`src/rtl/sipo_deserializer.sv`:
```
// -----------------------------------------------------------------------------
// sipo_deserializer
//
// Serial-in / parallel-out receiver. A frame begins with a `start` strobe;
// after that, every cycle with `sen`=1 samples one bit of `sin`, LSB first.
// When the last data bit arrives, the word is presented on `Q` with `valid`
// set. The word stays held until the consumer pulses `ack`.
//
// Optional feature macro: SIPO_PARITY_EN
//   undefined : frames are N data bits, the PAR state is absent, perr = 0.
//   defined   : each frame carries one extra even-parity bit after the N data
//               bits. perr reports a parity error for the word in Q.
//
// Parameters
//   N        data word width in bits (N >= 2), default 8
//
// Ports
//   clock    in   rising-edge clock for all state
//   reset    in   synchronous, active-high reset (overrides every input)
//   start    in   frame-begin strobe; the first bit comes on a later sen cycle
//   sen      in   bit-valid strobe; sin is sampled when sen=1
//   sin      in   serial data, LSB first
//   ack      in   consumer acknowledge of the held word
//   Q        out  [N-1:0] received word, registered
//   valid    out  Q holds a complete, unacknowledged word
//   busy     out  a frame is being received (SHIFT or PAR)
//   overrun  out  sticky: start arrived while a word was still unacknowledged
//   perr     out  parity error for the word in Q (always 0 without parity)
// -----------------------------------------------------------------------------
module sipo_deserializer #(
  parameter int N = 8
) (
  input  logic         clock,
  input  logic         reset,
  input  logic         start,
  input  logic         sen,
  input  logic         sin,
  input  logic         ack,
  output logic [N-1:0] Q,
  output logic         valid,
  output logic         busy,
  output logic         overrun,
  output logic         perr
);

  // The counter must hold the values 0..N-1.
  localparam int            CW   = $clog2(N + 1);
  localparam logic [CW-1:0] LAST = CW'(N - 1);

  typedef enum logic [1:0] {
    IDLE  = 2'd0,
    SHIFT = 2'd1,
`ifdef SIPO_PARITY_EN
    PAR   = 2'd2,
`endif
    DONE  = 2'd3
  } state_t;

`ifdef SIPO_PARITY_EN
  // Even-parity check. The result is 1 when the N data bits plus the
  // parity bit hold an odd number of ones, which is an error.
  function automatic logic parity_error(input logic [N-1:0] data,
                                        input logic         pbit);
    return (^data) ^ pbit;
  endfunction
`endif

  state_t        state_q,   state_d;
  logic [N-1:0]  sreg_q,    sreg_d;
  logic [CW-1:0] cnt_q,     cnt_d;
  logic [N-1:0]  q_q,       q_d;
  logic          valid_q,   valid_d;
  logic          busy_q,    busy_d;
  logic          overrun_q, overrun_d;
  logic [N-1:0]  shifted_s;
`ifdef SIPO_PARITY_EN
  logic          perr_q,    perr_d;
`endif

  // Shift-right form: the new bit enters at the MSB. After N samples, the
  // first bit received has reached bit 0.
  always_comb begin
    shifted_s = {sin, sreg_q[N-1:1]};
  end

  // Next-state and datapath logic. Every register holds by default.
  always_comb begin
    state_d   = state_q;
    sreg_d    = sreg_q;
    cnt_d     = cnt_q;
    q_d       = q_q;
    valid_d   = valid_q;
    overrun_d = overrun_q;
`ifdef SIPO_PARITY_EN
    perr_d    = perr_q;
`endif

    case (state_q)
      IDLE: begin
        // The start cycle itself takes no sample.
        if (start) begin
          state_d = SHIFT;
          sreg_d  = '0;
          cnt_d   = '0;
        end else begin
          state_d = IDLE;
        end
      end

      SHIFT: begin
        if (start) begin
          // A new start aborts the partial frame. This is not an overrun.
          state_d = SHIFT;
          sreg_d  = '0;
          cnt_d   = '0;
        end else if (sen) begin
          if (cnt_q == LAST) begin
            sreg_d = shifted_s;
            cnt_d  = '0;
`ifdef SIPO_PARITY_EN
            state_d = PAR;
`else
            // The final data bit goes straight into Q, so valid rises on
            // the same edge that samples the last bit.
            q_d     = shifted_s;
            valid_d = 1'b1;
            state_d = DONE;
`endif
          end else begin
            sreg_d = shifted_s;
            cnt_d  = cnt_q + CW'(1);
          end
        end else begin
          state_d = SHIFT;
        end
      end

`ifdef SIPO_PARITY_EN
      PAR: begin
        if (start) begin
          state_d = SHIFT;
          sreg_d  = '0;
          cnt_d   = '0;
        end else if (sen) begin
          // sreg_q already holds all N data bits. sin is the parity bit.
          q_d     = sreg_q;
          perr_d  = parity_error(sreg_q, sin);
          valid_d = 1'b1;
          state_d = DONE;
        end else begin
          state_d = PAR;
        end
      end
`endif

      DONE: begin
        if (ack) begin
          valid_d = 1'b0;
          if (start) begin
            // ack and start together: release the word and begin a new
            // frame at once.
            state_d = SHIFT;
            sreg_d  = '0;
            cnt_d   = '0;
          end else begin
            state_d = IDLE;
          end
        end else if (start) begin
          // The word is still unread. Flag the overrun, ignore the start,
          // and keep Q and valid unchanged.
          overrun_d = 1'b1;
          state_d   = DONE;
        end else begin
          state_d = DONE;
        end
      end

      default: begin
        state_d = IDLE;
        valid_d = 1'b0;
      end
    endcase

    // busy is taken from the next state so that the output stays registered.
`ifdef SIPO_PARITY_EN
    busy_d = (state_d == SHIFT) || (state_d == PAR);
`else
    busy_d = (state_d == SHIFT);
`endif
  end

  // State and output registers, with synchronous reset.
  always_ff @(posedge clock) begin
    if (reset) begin
      state_q   <= IDLE;
      sreg_q    <= '0;
      cnt_q     <= '0;
      q_q       <= '0;
      valid_q   <= 1'b0;
      busy_q    <= 1'b0;
      overrun_q <= 1'b0;
    end else begin
      state_q   <= state_d;
      sreg_q    <= sreg_d;
      cnt_q     <= cnt_d;
      q_q       <= q_d;
      valid_q   <= valid_d;
      busy_q    <= busy_d;
      overrun_q <= overrun_d;
    end
  end

`ifdef SIPO_PARITY_EN
  // Parity-error register. It loads together with Q.
  always_ff @(posedge clock) begin
    if (reset) begin
      perr_q <= 1'b0;
    end else begin
      perr_q <= perr_d;
    end
  end

  // Drive the parity-error output.
  always_comb begin
    perr = perr_q;
  end
`else
  // With parity disabled, no parity error can occur.
  always_comb begin
    perr = 1'b0;
  end
`endif

  // Drive the output ports from their registers.
  always_comb begin
    Q       = q_q;
    valid   = valid_q;
    busy    = busy_q;
    overrun = overrun_q;
  end

endmodule

```
`config.mk`:
```
export PLATFORM = sky130hd
export DESIGN_NAME = sipo_deserializer
export DESIGN_NICKNAME = d
export VERILOG_FILES = /design/src/rtl/sipo_deserializer.sv
export SDC_FILE = /design/constraint.sdc
export NUM_CORES = 1
export LEC_CHECK = 0
export BUFFER_PORTS_ARGS = -buffer_cell sky130_fd_sc_hd__buf_2
export CELL_PAD_IN_SITES_DETAIL_PLACEMENT = 1
export CELL_PAD_IN_SITES_GLOBAL_PLACEMENT = 2
export CORE_MARGIN = 5
export CORE_UTILIZATION = 30
export CTS_CLUSTER_DIAMETER = 50
export DETAILED_ROUTE_END_ITERATION = 6
export GPL_TIMING_DRIVEN = 0
export PLACE_DENSITY_LB_ADDON = 0.25
export SYNTH_ARGS = -nofsm -noshare
export SYNTH_HDL_FRONTEND = slang
export SYNTH_SLANG_ARGS = --single-unit
```
`constraint.sdc`:
```
create_clock -name clock -period 2.7 [get_ports clock]
set_input_delay 0.54 -clock clock [delete_from_list [all_inputs] [get_ports clock]]
set_output_delay 0.54 -clock clock [all_outputs]
set_load 0.05 [all_outputs]
```
# Word level (Yosys, flattened, before mapping)
# Cells that the tools add are included.
# Widths: inputs -> output; s select.
# totals
register_bits	25
latchBits	0
ram_bits	0
mem_bits_ro	0
in_bits	6
output_inout_bits	12
wordCells	48
mem_count	0
# op_classes
addsub	1
multipliers	0
n_div	0
order_cmp	0
n_eq_ne	9
shifts	0
muxes	22
n_bitwise	3
reduce_logical	6
# ops
op	n
$mux 8	4
$pmux 8 s3	1
$mux 4	5
$pmux 4 s3	1
$mux 2	4
$ne 2x2->1 const B	4
$pmux 2 s3	1
$reduce_and 3->1	2
$mux 1	5
$reduce_and 5->1	1
$add 4x1->4 const B	1
$eq 2x1->1 const B	2
$eq 4x3->1 const B	1
$reduce_and 4->1	1
$ne 3x3->1 const B	1
$not 1->1	3
$pmux 1 s3	1
$reduce_bool 3->1	1
$eq 2x2->1 const B	1
$logic_not 2->1	1

# Depth between registers and ports, before layout
# depth
word_depth	6
depth_mapped	5
mapped_depth_nobuf	4

# Least setup slack after synthesis
# No wires, ideal clock.
# synth_timing
path_type	in2reg
startpoint	in start
endpoint	reg valid_q, in the netlist valid
setup_time_ns	0.086
arrival_ns	1.311
t_required_ns	2.614
setup_slack_ns	1.302
path_stages	4
n_path_buf	1
cell_sequence	nor3b_4 > nand4_2 > buf_6 > a221oi_2
# synth_via
elab_chain_len	2
# synth_rtl
element	line	source
start: declaration	35	input logic start,
$ne 2x2->1 (no source line)	--	
$reduce_and 5->1 (no source line)	--	
end signal: assignment	207	valid_q <= valid_d;
end: declaration	72	logic valid_q, valid_d;
# No other way between the ends.
# A chain may end at the register's enable or synchronous reset.

# Final worst setup path
# layout_timing
startpoint	reg state_q[1]
endpoint	reg cnt_q[3]
# layout_via
elab_chain_len	3
word_cells_on_any_way	8
cone_classes	eq/ne (4); mux (1); reduce/logical (3)
# layout_rtl
element	line	source
start: declaration	68	state_t state_q, state_d;
start signal: assignment	203	state_q <= state_d;
$eq 2x1->1, or another cell as far along	98	case (state_q)
$ne 3x3->1 (no source line), or another cell as far along	--	
$reduce_and 3->1 (no source line)	--	
end signal: assignment	205	cnt_q <= cnt_d;
end: declaration	70	logic [CW-1:0] cnt_q, cnt_d;
# Parallel ways exist; a longest one is shown, timed or not.

==> flow_metrics.py <==
metrics = {
    "outcome": {
        "outcome": "finished, final reports clean",
    },
    "routing": {
        "drt-total-wl_um": 2490,
        "drc": 0,
        "drt-pass1-iter-count": 4,
        "detail-route-antenna-nets": 0,
        "vias": 882,
        "via_per_inst": 4.96,
        "wl_per_cell_um": 14.0,
        "drt-initial-drc-count": 25,
    },
    "clock_tree": {
        "cts_tree": "yes",
        "clock_latency_ns": 0.27,
        "clkTransAtPathRegs_ns": 0.08,
        "clk_path_buf_depth": 2,
        "numCtsBuffers": 3,
        "cts_setup_buffers": 0,
        "root_buffer": "clkbuf_8",
        "cts.htree.levels": 1,
        "cts.sinks": 24,
        "hold_buffers": 0,
        "cts_resized": 0,
    },
    "worst_setup_path": {
        "r2r_cells": 4,
        "worst-setup-path-type": "flop to flop",
        "endpoint": "cnt_q[3]",
        "crit_start": "state_q[1]",
        "crit_arrival_ns": 1.69,
        "critPathLaunchType": "flop",
        "slowest_delay_ns": 0.56,
        "worstPathCellList": "nor2b_2 -> o21ai_2 -> nand2_1 -> o311ai_2",
        "endpoint_kind": "flop",
        "cp_max_fo": 9,
        "required_ns": 2.88,
        "worstReg2RegEnd": "cnt_q[3]",
        "r2r_slack_ns": 1.18,
        "slowest_stage": "dfxtp_1",
        "rr_startpoint": "state_q[1]",
    },
    "yosys": {
        "synthArstFlopShare_pct": 0,
        "synth_fp_nets": 118,
        "ys_ff_latch": 24,
        "synth_top_cell_by_area": "dfxtp_1",
        "synth_area_leaders": "dfxtp_1, mux2i_1, nand4b_1, nand3b_1, o21ai_1",
        "yosysMostFrequentCell": "dfxtp_1",
        "seq_area_frac_synth_pct": 43.7,
        "ys.flop_type": "dfxtp_1",
        "synth_edf_count": 0,
        "ys_top_cells_by_count": "dfxtp_1, nor2_1, mux2i_1, nand4b_1, o21ai_1",
        "syn_inst": 111,
        "syn_area_per_cell_um2": 9.90,
        "post-synth-top-area-fraction_pct": 43.7,
        "synth.cell_area_um2": 1100,
        "synthDistinctLibCells": 37,
        "yosysWarnings": 0,
    },
    "floorplan": {
        "fp.dieH_um": 70.5,
        "die_width_um": 70.5,
        "start_util_pct": 30.5,
        "ios": 18,
        "die_area_um2": 4970,
        "core_area_um2": 3610,
        "fp-row-count": 22,
    },
    "pwr": {
        "power_per_cell_area_nw_per_um2": 492,
        "p_leak_nw": 0.538,
        "ir_drop_mv": 0.173,
    },
    "layout": {
        "drive_gt1_share_pct": 23.8,
        "multi_input_area_um2": 567,
        "diodes": 0,
        "finalNetCount": 139,
        "regArea_um2": 480,
        "area.growth.synth_to_final_pct": 16.5,
        "nFillCells": 421,
    },
    "global_routing": {
        "grt_max_degree": 13,
        "grt_pass1_vias": 922,
        "grtUsageTotal_pct": 10.9,
        "grt_pass1_wl_um": 4390,
        "antenna_found_initial": 0,
        "gr-total-overflow": 0,
    },
    "sta": {
        "setup_viol": 0,
        "fin_skew_ns": 0.00318,
        "fmax_mhz": 659,
        "hold-worst-slack_ns": 0.473,
        "fin_crit_sh_pct": 56.2,
        "layout_min_cycle_time_ns": 1.52,
        "grt_setup_unrepaired": "false",
        "finalHoldViolCount": 0,
        "slew_violations": 0,
        "fin_setup_tns_ns": 0,
    },
    "placement": {
        "io_buffer_count": 16,
        "hpwl_um": 1790,
        "gp_congestion": 0.709,
    },
    "worst_hold_path": {
        "hold_class": "flop to flop",
    },
    "run": {
        "drv_cap": 0,
    },
}
-- cell type report --
| cell class | instances | area share, % |
|---|---|---|
| sequential | 24 | 37.5 |
| clock buffer | 3 | 3.23 |
| multi-input combinational | 77 | 44.3 |
| tap | 48 | 4.69 |
| inverter | 3 | 0.880 |
| timing repair buffer | 16 | 6.26 |
| buffer | 7 | 3.13 |
-- stage by stage --
stage          utilization, %  power, mW  instance area, µm²  std cells  setup WS, ns
2_1_floorplan               -      0.406                1100        111          1.30
4_1_cts                  35.5      0.639                1280        178          1.15
6_report                 35.5      0.630                1280        178          1.18
5_1_grt                  35.5      0.659                1280        178          1.06
3_3_place_gp             34.4      0.425                1240        175         0.904
3_5_place_dp             34.4      0.426                1240        175         0.897
-- power by group --
group	leakage, nW	switching (mW)	internal [mW]
Clock	0.0216	0.114	0.0999
Combinational	0.322	0.0377	0.0194
Sequential	0.194	0.00267	0.357
-- routing by layer --
layer	wire length, µm	global-route usage [%]
met1	1240	13.9
met2	1160	17.9
met3	64	2.73
met4	30	3.83
met5	0	0
-- flip-flops by register name, summed over array words and instances, names as in the netlist --
register,count
busy,1
valid,1
Q,8
sreg_q,7
state_q,2
cnt_q,4
overrun,1
-- placed cells by master (no fill, tap or decap), drive strengths merged --
cell type,n
a211oi,1
a21oi,2
a221oi,3
a31oi,1
a32o,1
and2,1
buf,20
clkbuf,6
conb,1
dfxtp,24
ha,1
inv,3
mux2i,8
nand2,2
nand2b,4
nand3,2
nand3b,7
nand4,2
nand4b,8
nor2,11
nor2b,4
nor3,2
nor3b,2
nor4bb,1
o211a,1
o211ai,1
o21a,1
o21ai,9
o311ai,1
-- critical path, delay by kind of cell, from the launching register on --
family / cells / cell delay (ns)
AO/OA/AOI/OAI: 2 / 0.61
flip-flops: 1 / 0.56
AND/OR/NAND/NOR: 2 / 0.26
-- worst min path at each step --
| stage | from | to | slack (ns) | cells after the start |
|---|---|---|---|---|
| floorplan | sreg_q[1] | Q[0] | 0.46 | 2 |
| finish | valid | valid | 0.47 | 2 |
| CTS | valid | valid | 0.48 | 2 |
| global route | overrun | overrun | 0.51 | 2 |
| detailed placement | valid | valid | 0.47 | 2 |
| global placement | overrun | overrun | 0.45 | 2 |
-- cell families (layout without fill, tap and decap cells) --
family	Yosys count	in the layout	share of synthesized area, %
simple gates	46	46	28.0
flops	24	24	43.7
compound gates	21	21	14.8
buf+inv	10	29	4.67
mux	8	8	7.29
fa+ha+maj	1	1	1.14
other cells	1	1	0.341
No activity file was read; power rests on OpenSTA's default activity.
